## src/rtl/shock_sound_multi.sv

```systemverilog
// ---------------------------------------------------------------------------
// shock_sound_multi
//
// Watches NCH asynchronous shock inputs. Each input is synchronised and
// edge-detected. An accepted shock plays a square-wave tone burst whose pitch
// identifies the channel, followed by a silent re-arm gap. Arbitration is
// fixed-priority (lowest index wins). A lower-index shock preempts a playing
// burst. Retrigger is optional. A saturating counter records accepted events.
//
// Ports:
//   clk        system clock, rising edge
//   rst        asynchronous active-low reset
//   en         enable; 0 ignores shocks and aborts a burst or gap
//   retrig     1: repeat shock on the playing channel reloads the duration
//   clr_count  synchronous clear of evt_count (wins over an increment)
//   shock      raw asynchronous shock inputs, one per channel
//   sound      tone output to the buzzer
//   busy       1 while a burst or the re-arm gap is in progress
//   ch_id      channel currently or last played
//   evt_count  accepted-event counter, saturating
// ---------------------------------------------------------------------------
module shock_sound_multi #(
  parameter int NCH       = 4,
  parameter int DURATION  = 100,
  parameter int DUR_W     = 8,
  parameter int HALF_BASE = 2,
  parameter int GAP_CYC   = 4,
  parameter int CNT_W     = 8,
  localparam int CH_W     = (NCH > 1) ? $clog2(NCH) : 1
) (
  input  logic             clk,
  input  logic             rst,
  input  logic             en,
  input  logic             retrig,
  input  logic             clr_count,
  input  logic [NCH-1:0]   shock,
  output logic             sound,
  output logic             busy,
  output logic [CH_W-1:0]  ch_id,
  output logic [CNT_W-1:0] evt_count
);

  // Tone counter must reach the longest half-period (highest channel);
  // gap counter must hold GAP_CYC-1.
  localparam int TONE_W = $clog2(HALF_BASE * NCH + 1);
  localparam int GAP_W  = $clog2(GAP_CYC + 1);

  typedef enum logic [1:0] {
    IDLE,
    PLAY,
    GAP
  } state_t;

  state_t state, state_nxt;

  logic [NCH-1:0]    s1, s2, prev, rise;
  logic [DUR_W-1:0]  dur_cnt, dur_nxt;
  logic [TONE_W-1:0] tone_cnt, tone_nxt, tone_last;
  logic [GAP_W-1:0]  gap_cnt, gap_nxt;
  logic              sound_q, sound_nxt;
  logic [CH_W-1:0]   ch_q, ch_nxt;
  logic [CNT_W-1:0]  cnt_q;
  logic              evt_inc;

  logic [CH_W-1:0]   win, lower_win;
  logic              any_rise, lower_any;
  logic [TONE_W-1:0] tone_step;
  logic              sound_step;

  // Two-flop synchroniser per channel plus a history flop for rising-edge
  // detection. A shock held high across reset release yields one rise
  // because all three stages come out of reset at 0.
  always_ff @(posedge clk or negedge rst) begin
    if (!rst) begin
      s1   <= '0;
      s2   <= '0;
      prev <= '0;
    end else begin
      s1   <= shock;
      s2   <= s1;
      prev <= s2;
    end
  end

  assign rise = s2 & ~prev;

  // Priority encoders: overall winner for IDLE, and the best channel strictly
  // below the playing one for preemption. Scanning downwards leaves the
  // lowest set index as the final assignment.
  always_comb begin
    win       = '0;
    any_rise  = 1'b0;
    lower_win = '0;
    lower_any = 1'b0;
    for (int k = NCH - 1; k >= 0; k--) begin
      if (rise[k]) begin
        win      = CH_W'(k);
        any_rise = 1'b1;
        if (k < int'(ch_q)) begin
          lower_win = CH_W'(k);
          lower_any = 1'b1;
        end
      end
    end
  end

  // One tone step: toggle the output at the end of each half-period of the
  // playing channel, otherwise advance the phase counter.
  assign tone_last = TONE_W'(HALF_BASE * (int'(ch_q) + 1) - 1);

  always_comb begin
    tone_step  = tone_cnt + 1'b1;
    sound_step = sound_q;
    if (tone_cnt == tone_last) begin
      tone_step  = '0;
      sound_step = ~sound_q;
    end
  end

  // State register and datapath registers for the burst/gap sequencer.
  always_ff @(posedge clk or negedge rst) begin
    if (!rst) begin
      state    <= IDLE;
      dur_cnt  <= '0;
      tone_cnt <= '0;
      gap_cnt  <= '0;
      sound_q  <= 1'b0;
      ch_q     <= '0;
    end else begin
      state    <= state_nxt;
      dur_cnt  <= dur_nxt;
      tone_cnt <= tone_nxt;
      gap_cnt  <= gap_nxt;
      sound_q  <= sound_nxt;
      ch_q     <= ch_nxt;
    end
  end

  // Next-state logic. In PLAY the checks run in priority order: disable,
  // preemption by a lower channel, retrigger on the same channel, then the
  // normal tone/duration progression. Rises on other channels, and all rises
  // in GAP, fall through without effect and are not counted.
  always_comb begin
    state_nxt = state;
    dur_nxt   = dur_cnt;
    tone_nxt  = tone_cnt;
    gap_nxt   = gap_cnt;
    sound_nxt = sound_q;
    ch_nxt    = ch_q;
    evt_inc   = 1'b0;

    case (state)
      IDLE: begin
        sound_nxt = 1'b0;
        if (en && any_rise) begin
          state_nxt = PLAY;
          ch_nxt    = win;
          dur_nxt   = DUR_W'(DURATION - 1);
          tone_nxt  = '0;
          sound_nxt = 1'b1;
          evt_inc   = 1'b1;
        end
      end

      PLAY: begin
        if (!en) begin
          state_nxt = IDLE;
          sound_nxt = 1'b0;
        end else if (lower_any) begin
          ch_nxt    = lower_win;
          dur_nxt   = DUR_W'(DURATION - 1);
          tone_nxt  = '0;
          sound_nxt = 1'b1;
          evt_inc   = 1'b1;
        end else if (retrig && rise[ch_q]) begin
          dur_nxt   = DUR_W'(DURATION - 1);
          tone_nxt  = tone_step;
          sound_nxt = sound_step;
          evt_inc   = 1'b1;
        end else if (dur_cnt == '0) begin
          state_nxt = GAP;
          gap_nxt   = GAP_W'(GAP_CYC - 1);
          sound_nxt = 1'b0;
        end else begin
          dur_nxt   = dur_cnt - 1'b1;
          tone_nxt  = tone_step;
          sound_nxt = sound_step;
        end
      end

      GAP: begin
        sound_nxt = 1'b0;
        if (!en || gap_cnt == '0) begin
          state_nxt = IDLE;
        end else begin
          gap_nxt = gap_cnt - 1'b1;
        end
      end

      default: begin
        state_nxt = IDLE;
        sound_nxt = 1'b0;
      end
    endcase
  end

  // Saturating event counter; a clear on the same edge as an accepted event
  // leaves the counter at zero.
  always_ff @(posedge clk or negedge rst) begin
    if (!rst) begin
      cnt_q <= '0;
    end else if (clr_count) begin
      cnt_q <= '0;
    end else if (evt_inc && (cnt_q != {CNT_W{1'b1}})) begin
      cnt_q <= cnt_q + 1'b1;
    end
  end

  // Outputs come straight from flops (busy from the state register), so an
  // asynchronous reset drives them all to 0 without a combinational path.
  assign sound     = sound_q;
  assign busy      = (state != IDLE);
  assign ch_id     = ch_q;
  assign evt_count = cnt_q;

endmodule

```

## config.mk

```make
export PLATFORM = sky130hd
export DESIGN_NAME = shock_sound_multi
export DESIGN_NICKNAME = d
export VERILOG_FILES = /design/src/rtl/shock_sound_multi.sv
export SDC_FILE = /design/constraint.sdc
export NUM_CORES = 1
export LEC_CHECK = 0
export CAP_MARGIN = 10
export CORE_ASPECT_RATIO = 1.5
export CORE_UTILIZATION = 40
export CTS_CLUSTER_SIZE = 14
export DETAILED_ROUTE_END_ITERATION = 8
export PLACE_DENSITY = 0.69
export SETUP_SLACK_MARGIN = 0.2
export SLEW_MARGIN = 30
export SYNTH_ARGS = -nofsm -noshare
export SYNTH_HDL_FRONTEND = slang
export SYNTH_SLANG_ARGS = --single-unit
```

## constraint.sdc

```tcl
create_clock -name clk -period 5.7 [get_ports clk]
set_input_delay 0.57 -clock clk [delete_from_list [all_inputs] [get_ports clk]]
set_output_delay 0.57 -clock clk [all_outputs]
set_load 0.01 [all_outputs]
```

* After elaboration in Yosys (flattened, before gate mapping)
Index checks and enable logic that the tools add are counted.
W data, S select, Z words.
** Storage, ports and cells
- Register bits :: 40
- Input port bits :: 9
- Word-level logic and storage cells :: 120
- Output and inout bits :: 12
** Cells by class
- Reductions and logical operators :: 16
- Bitwise operators :: 3
- Multiplexer cells :: 65
- Add/sub/neg operators :: 6
- Magnitude comparators :: 4
- Eq/ne operators :: 16
** Operators with widths (count)
- $mux W8 :: 7
- $mux W2 :: 19
- $mux W4 :: 6
- $mux W1 :: 20
- $ne A2 B2 Y1 const B :: 8
- $pmux W8 S2 :: 1
- $mux W3 :: 5
- $ne A3 B3 Y1 const B :: 3
- $add A8 B1 Y8 const B :: 1
- $logic_not A8 Y1 :: 1
- $ne A8 B8 Y1 const B :: 1
- $pmux W4 S2 :: 1
- $reduce_and A4 Y1 :: 2
- $reduce_bool A2 Y1 :: 4
- $sub A8 B1 Y8 const B :: 1
- $pmux W2 S3 :: 1
- $pmux W3 S2 :: 1
- $reduce_and A6 Y1 :: 1
- $reduce_and A5 Y1 :: 1
- $add A4 B1 Y4 const B :: 1
- $and A4 B4 Y4 :: 1
- $eq A4 B4 Y1 :: 1
- $lt A1 B2 Y1 const A :: 2
- $ne A4 B4 Y1 const B :: 1
- other kinds (17) :: 20

* Longest topological paths before layout
Gate-level depths: netlist of the first run.
- Depth after elaboration :: 13
- Depth in mapped cells :: 9
- Gate-level depth less buffers :: 8

* Worst setup path before layout of the first run
No wires, ideal clock.
- Path type :: register -> register
- From :: register dur_cnt[3]
- To :: register tone_cnt[0]
- Data arrival time :: 2081 ps
- Stages on the path, launching flop included :: 8
- Clock period less this slack :: 2200 ps
- Setup slack :: 3500 ps
- Setup time :: 118 ps
- Cell sequence :: dfrtp_1 -> or3_1 -> or3_4 -> or4_4 -> a21oi_2 -> buf_4 -> nor4_1 -> a21o_1
** On the way
- Cells in the longest elaborated chain, start to end :: 3
** Ends and longest elaborated chain
- start, declared :: RTL line 57 : logic [DUR_W-1:0] dur_cnt, dur_nxt;
- start signal, assigned :: RTL line 131 : dur_cnt <= dur_nxt;
- $logic_not A8 Y1 :: RTL line 180 : end else if (dur_cnt == '0) begin
- $ne A4 B4 Y1 (no line)
- $reduce_and A4 Y1 (no line)
- end signal, assigned :: RTL line 132 : tone_cnt <= tone_nxt;
- end, declared :: RTL line 58 : logic [TONE_W-1:0] tone_cnt, tone_nxt, tone_last;
Every way passes these cells.
A chain may end at the register's enable or synchronous reset.

* Worst setup path after layout of the first run
- From :: register dur_cnt[2]
- To :: register tone_cnt[0]
Same word-level chain as after synthesis.

==> impl_metrics.csv, run 1 <==
group,metric,value,unit
sta,worst_slew_margin_rel,47.1,%
final_layout,layout.cells.non_filler,305,
power,peakVddDrop,164,uV
floorplanning,start_util,42.1,%
run,max_cap_viol_count,0,
sta,clock-skew-final,0.00291,ns
yosys,most_numerous_cell_in_the_yosys_netlist,"dfrtp_1",
clock_tree,numCtsBuffers,5,
worst_setup_path,timing_worst_setup_path_type,"flop to flop",
yosys,synth_async_sr_flop_share,100,%
outcome,outcome,"complete, no violations",
detailed_routing,detail_route.wirelength,4450,um
worst_setup_path,cp_data_required_time,5.88,ns
sta,hold_viol_final,0,
clock_tree,postCtsSetupBuffers,0,
clock_tree,clk-insertion-delay-late,0.28,ns
floorplanning,std_cell_rows,32,
detailed_routing,detailroute.via_count,1756,
detailed_routing,drt_iter0_drc,61,
sta,report.final.setup_viol,0,
clock_tree,cts.clk_slew.worst_paths,0.07,ns
detailed_routing,drc_errors,0,
sta,post-route-min-period,2.54,ns
yosys,ys_seq_elements,40,
hold_path,timing.hold.worst.class,"input port to async pin",
clock_tree,cts_resized,0,
final_layout,final_core_utilization,48.1,%
yosys,number_of_warning_messages_in_the_yosys_log,0,
floorplanning,core_region_area,5250,um2
yosys,yosys-top-cells-area,"dfrtp_1 (45%), o31ai_1 (3.4%), a21oi_1 (2.9%)",
yosys,netlist_top_cells_count,"dfrtp_1 (40), inv_1 (14), a21oi_1 (13)",
global_route,grt_first_pass_wirelength,7640,um
worst_setup_path,arrival,2.72,ns
placed_design,dpl.cell_count,298,
final_layout,area.sequential,1000,um2
detailed_routing,ant_nets,0,
detailed_routing,avgViaCountPerCell,5.76,
yosys,synth_largest_area_cell,"dfrtp_1",
clock_tree,clock_tree.htree_level_count,2,
clock_tree,cts.path.max_buffers,2,
sta,slew_violations,0,
final_layout,fill_cells,500,
worst_setup_path,path_max_fanout,13,
floorplanning,die_height,93.0,um
yosys,ys.flop_type,"dfrtp_1",
sta,max_slew.worst_pin.slew,0.791,ns
sta,final.hold.worst_slack,0.254,ns
yosys,synthesis.area_per_instance,10.0,um2
global_route,grt_max_degree,41,
sta,rsz0062_at_grt,"no",
yosys,syn-instance-count,220,
sta,period_share,44.5,%
power,power_leakage,1.03,nW
floorplanning,die_width,62.7,um
worst_setup_path,crit_path_end_kind,"flop",
final_layout,multi_input_gate_area,1100,um2
yosys,synth_nets,234,
worst_setup_path,launching_element_type_of_the_critical_path,"flop",
global_route,grt_util_overall,16.7,%
yosys,post-synth-top-area-fraction,45.4,%
yosys,seq_area_frac_synth,45.4,%
placed_design,post-dp-hpwl,3200,um
global_route,antenna_found_initial,0,
final_layout,post_route_cells_drive_above_1_share,10.5,%
sta,total_negative_slack_for_setup_checks,0,ns
detailed_routing,detailedRoute.firstPassIterationCount,4,
power,fin_total_pwr,0.000650,W
floorplanning,floorplan.die_area,5820,um2
global_route,gr-total-overflow,0,
clock_tree,clockRootBuffer,"clkbuf_8",
yosys,post_synth_instance_area,2210,um2
clock_tree,clock_tree_from_tritoncts,"built",
detailed_routing,routedWlPerCell,14.6,um
clock_tree,ctsHoldBuffers,0,
placed_design,place.port_buffers,20,
global_route,via_count_of_the_first_global_routing_pass,1657,
final_layout,areaGrowthSynthToFinish,14.3,%
clock_tree,clkSinkCount,40,
final_layout,num_antenna_cells,0,
yosys,unique_masters_post_synth,59,
yosys,synth_enable_flop_cells,0,
sta,max_clock_freq,394,MHz
floorplanning,io-pin-count,21,
final_layout,finish.net_count,251,
placed_design,gp_routability_congestion,0.787,
power,power.density_cell_area,258,nW/um2
## worst max-delay path, cell delays in order, from the launching register on
cell     delay (ns)
dfrtp_1        0.42
or3_1          0.38
or3_4          0.36
or4_4          0.52
a21oi_2        0.46
nor4_1         0.12
a21o_1         0.17
## area by class of cell
type | instances | share of cell area, %
clock buffers | 6 | 2.88
flip-flops and latches | 40 | 39.7
inverters | 14 | 2.08
well taps | 68 | 3.37
multi-input cells | 155 | 43.7
clock inverters | 1 | 0.198
repair buffers | 21 | 8.13
## layer usage
layer	track usage [%]	routed length, um	vias up
met5	0	0	-
met4	8.14	113	0
met3	2.68	136	9
met2	29.3	2260	37
met1	19.5	1940	858
li1	-	-	852
## cell families (layout without fill, tap and decap cells)
logic type	count (synthesis)	count (layout)	synth area share (%)
muxes	5	5	3.06
DFF	40	40	45.4
xor gates and xnor gates	3	3	1.19
and+or+nand+nor	75	75	20.0
AOI/OAI and AO/OA	67	67	22.8
buffers and inverters	25	42	4.76
adders and majority gates	5	5	2.83
## per-stage QoR
| step | instance area [um2] | setup slack [ns] |
|---|---|---|
| global placement | 2440 | 3.04 |
| CTS | 2520 | 3.17 |
| global route | 2520 | 3.00 |
| finish | 2520 | 3.16 |
| detailed placement | 2440 | 2.98 |
| floorplan | 2210 | 3.50 |
## registers in the layout, summed over array words and instances (netlist names)
signal	cells
evt_count	8
tone_cnt	4
prev	4
gap_cnt	3
ch_id	2
dur_cnt	8
sound	1
s2	4
state	2
s1	4
## final timing paths
path / from / endpoint / slack, ns / cells after the start
min in group clk: s1[2]$_DFF_PN0_ / s2[2]$_DFF_PN0_ / 0.35 / 0
worst min-delay path: rst / prev[1]$_DFF_PN0_ / 0.25 / 1
worst max-delay path: dur_cnt[2]$_DFFE_PN0P_ / tone_cnt[0]$_DFFE_PN0P_ / 3.16 / 6
worst min register to register: s1[2]$_DFF_PN0_ / s2[2]$_DFF_PN0_ / 0.35 / 0
max in group asynchronous: rst / dur_cnt[5]$_DFFE_PN0P_ / 5.11 / 1
worst max register to register: dur_cnt[2]$_DFFE_PN0P_ / tone_cnt[0]$_DFFE_PN0P_ / 3.16 / 6
## where the power goes
group | total, W | switching (W) | internal (W)
registers | 0.000337 | 0.0000284 | 0.000309
clock network | 0.000173 | 0.0000897 | 0.0000831
logic | 0.000140 | 0.0000758 | 0.0000645
total | 0.000650 | 0.000194 | 0.000457
## placed cells by master, fill, tap and decap left out, drive strengths merged, types with 3 or more instances in the layout
master and count:
clkdlybuf4s50 19, o21ai 10, dfrtp 40, a21boi 5, xnor2 3, a21oi 15
inv 14, or3 8, nor2b 8, nor4 3, nor2 11, clkbuf 6
ha 5, a21o 4, o31ai 10, mux2 4, nand3 7, nand2 12
or4 8
Note: power is estimated with default switching activity, not from simulation.
==> run 2: changes to the inputs <==
- PLACE_DENSITY: 0.69 -> 0.71
- clock period: 5.7 -> 2.2 ns (I/O delays scaled with it)
==> impl_metrics.csv, run 2 (synthesis gave the netlist of run 1 again) <==
group,metric,value,unit
outcome,outcome,"complete, but fails checks",
outcome,failing_checks,"setup timing",
global_route,global_route.usage.met3,3.05,%
worst_setup_path,critPathTopFamily,"simple AND/OR/NAND/NOR gates",
final_layout,post_route_cells_drive_above_1_share,32.4,%
power,peakVddDrop,299,uV
detailed_routing,drc_errors,0,
clock_tree,clk-insertion-delay-late,0.30,ns
worst_setup_path,worstRegToRegCells,7,
global_route,grt_first_pass_wirelength,8730,um
power,internal_power,0.00146,W
power,power.switching_fraction,29.7,%
global_route,via_count_of_the_first_global_routing_pass,1952,
power,p_switching,0.000615,W
global_route,antenna_found_initial,0,
floorplanning,io-pin-count,21,
power,fin_total_pwr,0.00207,W
global_route,grt_most_used_layer,"met2",
placed_design,dpl_cell_area,2680,um2
power,power_leakage,1.30,nW
worst_setup_path,crit_path_end_kind,"flop",
final_layout,layout.cells.most_common,"dfrtp_1",
worst_setup_path,cp_data_required_time,2.38,ns
sta,post-route-min-period,2.28,ns
floorplanning,start_util,42.1,%
worst_setup_path,worst_path_largest_cell_delay,0.52,ns
sta,rsz0062_at_grt,"yes",
floorplanning,floorplan.die_area,5820,um2
placed_design,place.port_buffers,20,
detailed_routing,detailroute.via_count,1921,
hold_path,timing.hold.worst.class,"input port to flop",
final_layout,fill_cells,439,
worst_setup_path,path_max_fanout,5,
sta,clock-skew-final,0.00889,ns
worst_setup_path,cpMostUsedCell,"or3_4",
sta,hold_viol_final,0,
sta,post-route-worst-setup-slack,-0.0788,ns
power,combPwrFrac,29.5,%
detailed_routing,avgViaCountPerCell,5.55,
floorplanning,core_region_area,5250,um2
sta,report.final.setup_viol,12,
worst_setup_path,arrival,2.46,ns
hold_path,min_path_cells,1,
clock_tree,clkSinkCount,40,
clock_tree,clockRootBuffer,"clkbuf_8",
worst_setup_path,worst-path-stages,7,
clock_tree,cts.clk_slew.worst_paths,0.08,ns
sta,max_clock_freq,439,MHz
clock_tree,cts.path.max_buffers,2,
detailed_routing,detailedRoute.firstPassIterationCount,4,
sta,worst_slew_margin_rel,67.1,%
final_layout,finish.net_count,291,
sta,max_slew.worst_pin.slew,0.493,ns
clock_tree,numCtsBuffers,5,
worst_setup_path,timing_worst_setup_path_type,"flop to flop",
floorplanning,die_width,62.7,um
floorplanning,std_cell_rows,32,
power,power_frac_seq,41.2,%
final_layout,finalInstanceArea,3070,um2
floorplanning,die_height,93.0,um
sta,period_share,104,%
detailed_routing,ant_nets,0,
global_route,globalRouteMet2Util,34.3,%
sta,final.hold.worst_slack,0.345,ns
worst_setup_path,critical-path-slowest-cell,"or4_4",
global_route,grt_max_degree,41,
clock_tree,clock_tree_from_tritoncts,"built",
detailed_routing,routedWlPerCell,15.1,um
detailed_routing,drt_iter0_drc,75,
final_layout,mostFrequentLayoutCells,"dfrtp_1 (40), buf_4 (35), clkdlybuf4s50_1 (19), inv_1 (13)",
run,max_cap_viol_count,0,
clock_tree,clock_tree.htree_level_count,2,
sta,slew_violations,0,
power,clockPowerShare,29.3,%
worst_setup_path,crit_chain,"or3_4, or3_4, or4_4, a21oi_4, buf_6, a211o_1, a22oi_2",
power,power.density_cell_area,676,nW/um2
placed_design,gp_routability_congestion,0.800,
worst_setup_path,worst-path-buf-inv,1,
global_route,gr-total-overflow,0,
global_route,grt_util_overall,19.1,%
final_layout,layout.cells.non_filler,346,
final_layout,num_antenna_cells,0,
detailed_routing,detail_route.wirelength,5210,um
placed_design,dpl.cell_count,325,
final_layout,areaGrowthSynthToFinish,38.9,%
placed_design,post-dp-hpwl,3400,um
worst_setup_path,launching_element_type_of_the_critical_path,"flop",
global_route,grt_use_met1,21.1,%
worst_setup_path,reg2reg_slack,-0.08,ns
[run 2: changes by cell type in the layout (fill, tap and decap cells not counted), moves of 3 or more]
cell / delta
buf_6: +5
buf_4: +33
nor2b_1: -3
o21ai_0: -4
[run 2: power by group through the flow]
| stage | clock, W | combinational [W] | sequential [W] |
|---|---|---|---|
| final | 0.000608 | 0.000611 | 0.000854 |
| after floorplan | 0 | 0.000286 | 0.000859 |
| after detailed placement | 0 | 0.000496 | 0.000865 |
| after CTS | 0.000619 | 0.000535 | 0.000850 |
| after global placement | 0 | 0.000487 | 0.000864 |
| after global routing | 0.000650 | 0.000666 | 0.000864 |
[run 2: metal layers]
metal	up-vias	routed length, um	part of all wire [%]
li1	931	-	-
met1	945	2120	41
met2	33	2840	54
met3	12	129	2.5
met4	0	125	2.4
met5	-	0	0
[run 2: final timing paths]
path,endpoint,start
min in group asynchronous,evt_count[5]$_DFFE_PN0P_,rst
hold reg to reg,s2[1]$_DFF_PN0_,s1[1]$_DFF_PN0_
setup / recovery,dur_cnt[6]$_DFFE_PN0P_,dur_cnt[2]$_DFFE_PN0P_
hold / removal,s1[0]$_DFF_PN0_,shock[0]
setup reg to reg,dur_cnt[6]$_DFFE_PN0P_,dur_cnt[2]$_DFFE_PN0P_
max in group asynchronous,dur_cnt[4]$_DFFE_PN0P_,rst
[run 2: timing repair]
item                                    CTS  global route
endpoints found under the setup margin   25            27
gates cloned                              0             0
pin swaps                                15            11
gates resized for setup                  19            20
hold endpoints to repair                  0            40
hold buffers                              0             1
buffers inserted                          3             9
[run 2: final cells by class]
type                       instances  area [um2]  share of cell area [%]
clock buffer                       5        68.8                    2.24
clock inverter                     3        42.5                    1.39
inverter                          14        52.6                    1.71
multi-input combinational        155        1280                    41.6
sequential                        40        1000                    32.7
tap                               68        85.1                    2.78
timing repair buffer              61         539                    17.6
[run 2: worst reg2reg max path: stages, from the launching register on]
cell and delay, ns:
dfrtp_1 0.40, or3_4 0.37, or3_4 0.33, or4_4 0.52, a21oi_4 0.19, buf_6 0.15
a211o_1 0.12, a22oi_2 0.08
[run 2: metrics by stage]
| step | setup WS, ns | util, % | TNS, ns |
|---|---|---|---|
| floorplan | 0.0189 | - | 0 |
| global placement | -0.0664 | 51.0 | -0.471 |
| detailed placement | -0.118 | 51.0 | -1.10 |
| CTS | -0.0523 | 55.0 | -0.284 |
| global route | -0.140 | 58.4 | -1.31 |
| finish | -0.0788 | 58.4 | -0.530 |
==> run 3: changes to the inputs <==
- HOLD_SLACK_MARGIN: not set -> 0.1
==> impl_metrics.csv, run 3 (synthesis gave the netlist of run 1 again) <==
group,metric,value,unit
outcome,outcome,"complete, but fails checks",
outcome,failing_checks,"setup timing",
final_layout,areaGrowthSynthToFinish,38.9,%
power,power.density_cell_area,676,nW/um2
worst_setup_path,path_max_fanout,5,
power,fin_total_pwr,0.00207,W
global_route,grt_first_pass_wirelength,8730,um
run,max_cap_viol_count,0,
worst_setup_path,arrival,2.46,ns
floorplanning,die_height,93.0,um
global_route,gr-total-overflow,0,
clock_tree,clkSinkCount,40,
clock_tree,clock_tree.htree_level_count,2,
final_layout,layout.cells.most_common,"dfrtp_1",
detailed_routing,drc_errors,0,
final_layout,layout.cells.non_filler,346,
clock_tree,cts.clk_slew.worst_paths,0.08,ns
global_route,antenna_found_initial,0,
sta,report.final.setup_viol,12,
worst_setup_path,cp_data_required_time,2.38,ns
floorplanning,core_region_area,5250,um2
global_route,grt_util_overall,19.1,%
clock_tree,cts.path.max_buffers,2,
floorplanning,start_util,42.1,%
sta,worst_slew_margin_rel,66.9,%
detailed_routing,routedWlPerCell,15.1,um
final_layout,final_core_utilization,58.4,%
clock_tree,clk-insertion-delay-late,0.30,ns
sta,hold_viol_final,0,
placed_design,dpl.cell_count,325,
worst_setup_path,crit_path_end_kind,"flop",
floorplanning,floorplan.die_area,5820,um2
power,power_leakage,1.30,nW
floorplanning,io-pin-count,21,
clock_tree,clock_tree_from_tritoncts,"built",
sta,post-route-worst-setup-slack,-0.0788,ns
detailed_routing,detailroute.via_count,1929,
final_layout,mostFrequentLayoutCells,"dfrtp_1 (40), buf_4 (35), clkdlybuf4s50_1 (19), inv_1 (13)",
global_route,via_count_of_the_first_global_routing_pass,1952,
detailed_routing,avgViaCountPerCell,5.58,
worst_setup_path,timing_worst_setup_path_type,"flop to flop",
sta,slew_violations,0,
clock_tree,numCtsBuffers,5,
final_layout,num_antenna_cells,0,
sta,max_slew.worst_pin.slew,0.497,ns
global_route,grt_max_degree,41,
detailed_routing,detailedRoute.firstPassIterationCount,4,
final_layout,finish.net_count,291,
final_layout,post_route_cells_drive_above_1_share,32.4,%
sta,period_share,104,%
clock_tree,clockRootBuffer,"clkbuf_8",
detailed_routing,detail_route.wirelength,5210,um
detailed_routing,drt_iter0_drc,87,
sta,final.hold.worst_slack,0.345,ns
sta,post-route-min-period,2.28,ns
sta,rsz0062_at_grt,"yes",
placed_design,place.port_buffers,20,
detailed_routing,ant_nets,0,
worst_setup_path,launching_element_type_of_the_critical_path,"flop",
floorplanning,std_cell_rows,32,
floorplanning,die_width,62.7,um
power,peakVddDrop,299,uV
sta,max_clock_freq,439,MHz
placed_design,gp_routability_congestion,0.800,
placed_design,post-dp-hpwl,3400,um
sta,clock-skew-final,0.00860,ns
hold_path,timing.hold.worst.class,"input port to flop",
-- run 3: cell counts in the layout (fill, tap and decap cells not counted) --
Identical to the previous run, type by type.
-- run 3: metal layers --
metal  track usage (%)  up-vias  wire length [um]
met5                 0        -                 0
met4              11.2        0               125
met3              3.05       12               137
met2              34.3       34              2830
met1              21.1      952              2110
li1                  -      931                 -
-- run 3: timing repair --
item / CTS / global route
pin swaps: 15 / 11
gates resized for setup: 19 / 20
setup buffers: 3 / 9
endpoints found under the hold margin: 40 / 0
setup endpoints to repair: 25 / 27
hold buffers: 1 / 0
-- run 3: layout make-up --
class                           count  area [um2]
Clock buffer                        5        68.8
Sequential cell                    40        1000
Tap cell                           68        85.1
Timing Repair Buffer               61         539
Inverter                           14        52.6
Clock inverter                      3        42.5
Multi-Input combinational cell    155        1280
Fill cell                         439        2180
-- run 3: power breakdown --
part	leakage [nW]	internal [W]	total, W	switching (W)
clock network	0.0541	0.000336	0.000608	0.000272
registers	0.500	0.000800	0.000855	0.0000543
logic	0.749	0.000321	0.000611	0.000289
total	1.30	0.00146	0.00207	0.000615
-- run 3: worst max-delay path, stage by stage, from the launching register on --
cell     delay (ns)
dfrtp_1        0.40
or3_4          0.37
or3_4          0.33
or4_4          0.52
a21oi_4        0.18
buf_6          0.15
a211o_1        0.12
a22oi_2        0.08
-- run 3: final timing paths --
kind                                              from                     end  slack, ns  cells past startpoint
worst max-delay path            dur_cnt[2]$_DFFE_PN0P_  dur_cnt[6]$_DFFE_PN0P_      -0.08                      7
worst min-delay path                          shock[0]         s1[0]$_DFF_PN0_       0.34                      1
worst max register to register  dur_cnt[2]$_DFFE_PN0P_  dur_cnt[6]$_DFFE_PN0P_      -0.08                      7
worst min register to register         s1[1]$_DFF_PN0_         s2[1]$_DFF_PN0_       0.35                      0
max in group asynchronous                          rst  dur_cnt[4]$_DFFE_PN0P_       1.43                      2
min in group asynchronous                          rst         s1[3]$_DFF_PN0_       0.42                      2
-- run 3: metrics by stage --
step | instance area (um2) | worst slack (ns) | TNS, ns
after floorplan | 2260 | 0.0189 | 0
after global placement | 2680 | -0.0664 | -0.471
after detailed placement | 2680 | -0.118 | -1.10
after CTS | 2890 | -0.0523 | -0.284
after global routing | 3070 | -0.140 | -1.31
final | 3070 | -0.0788 | -0.530
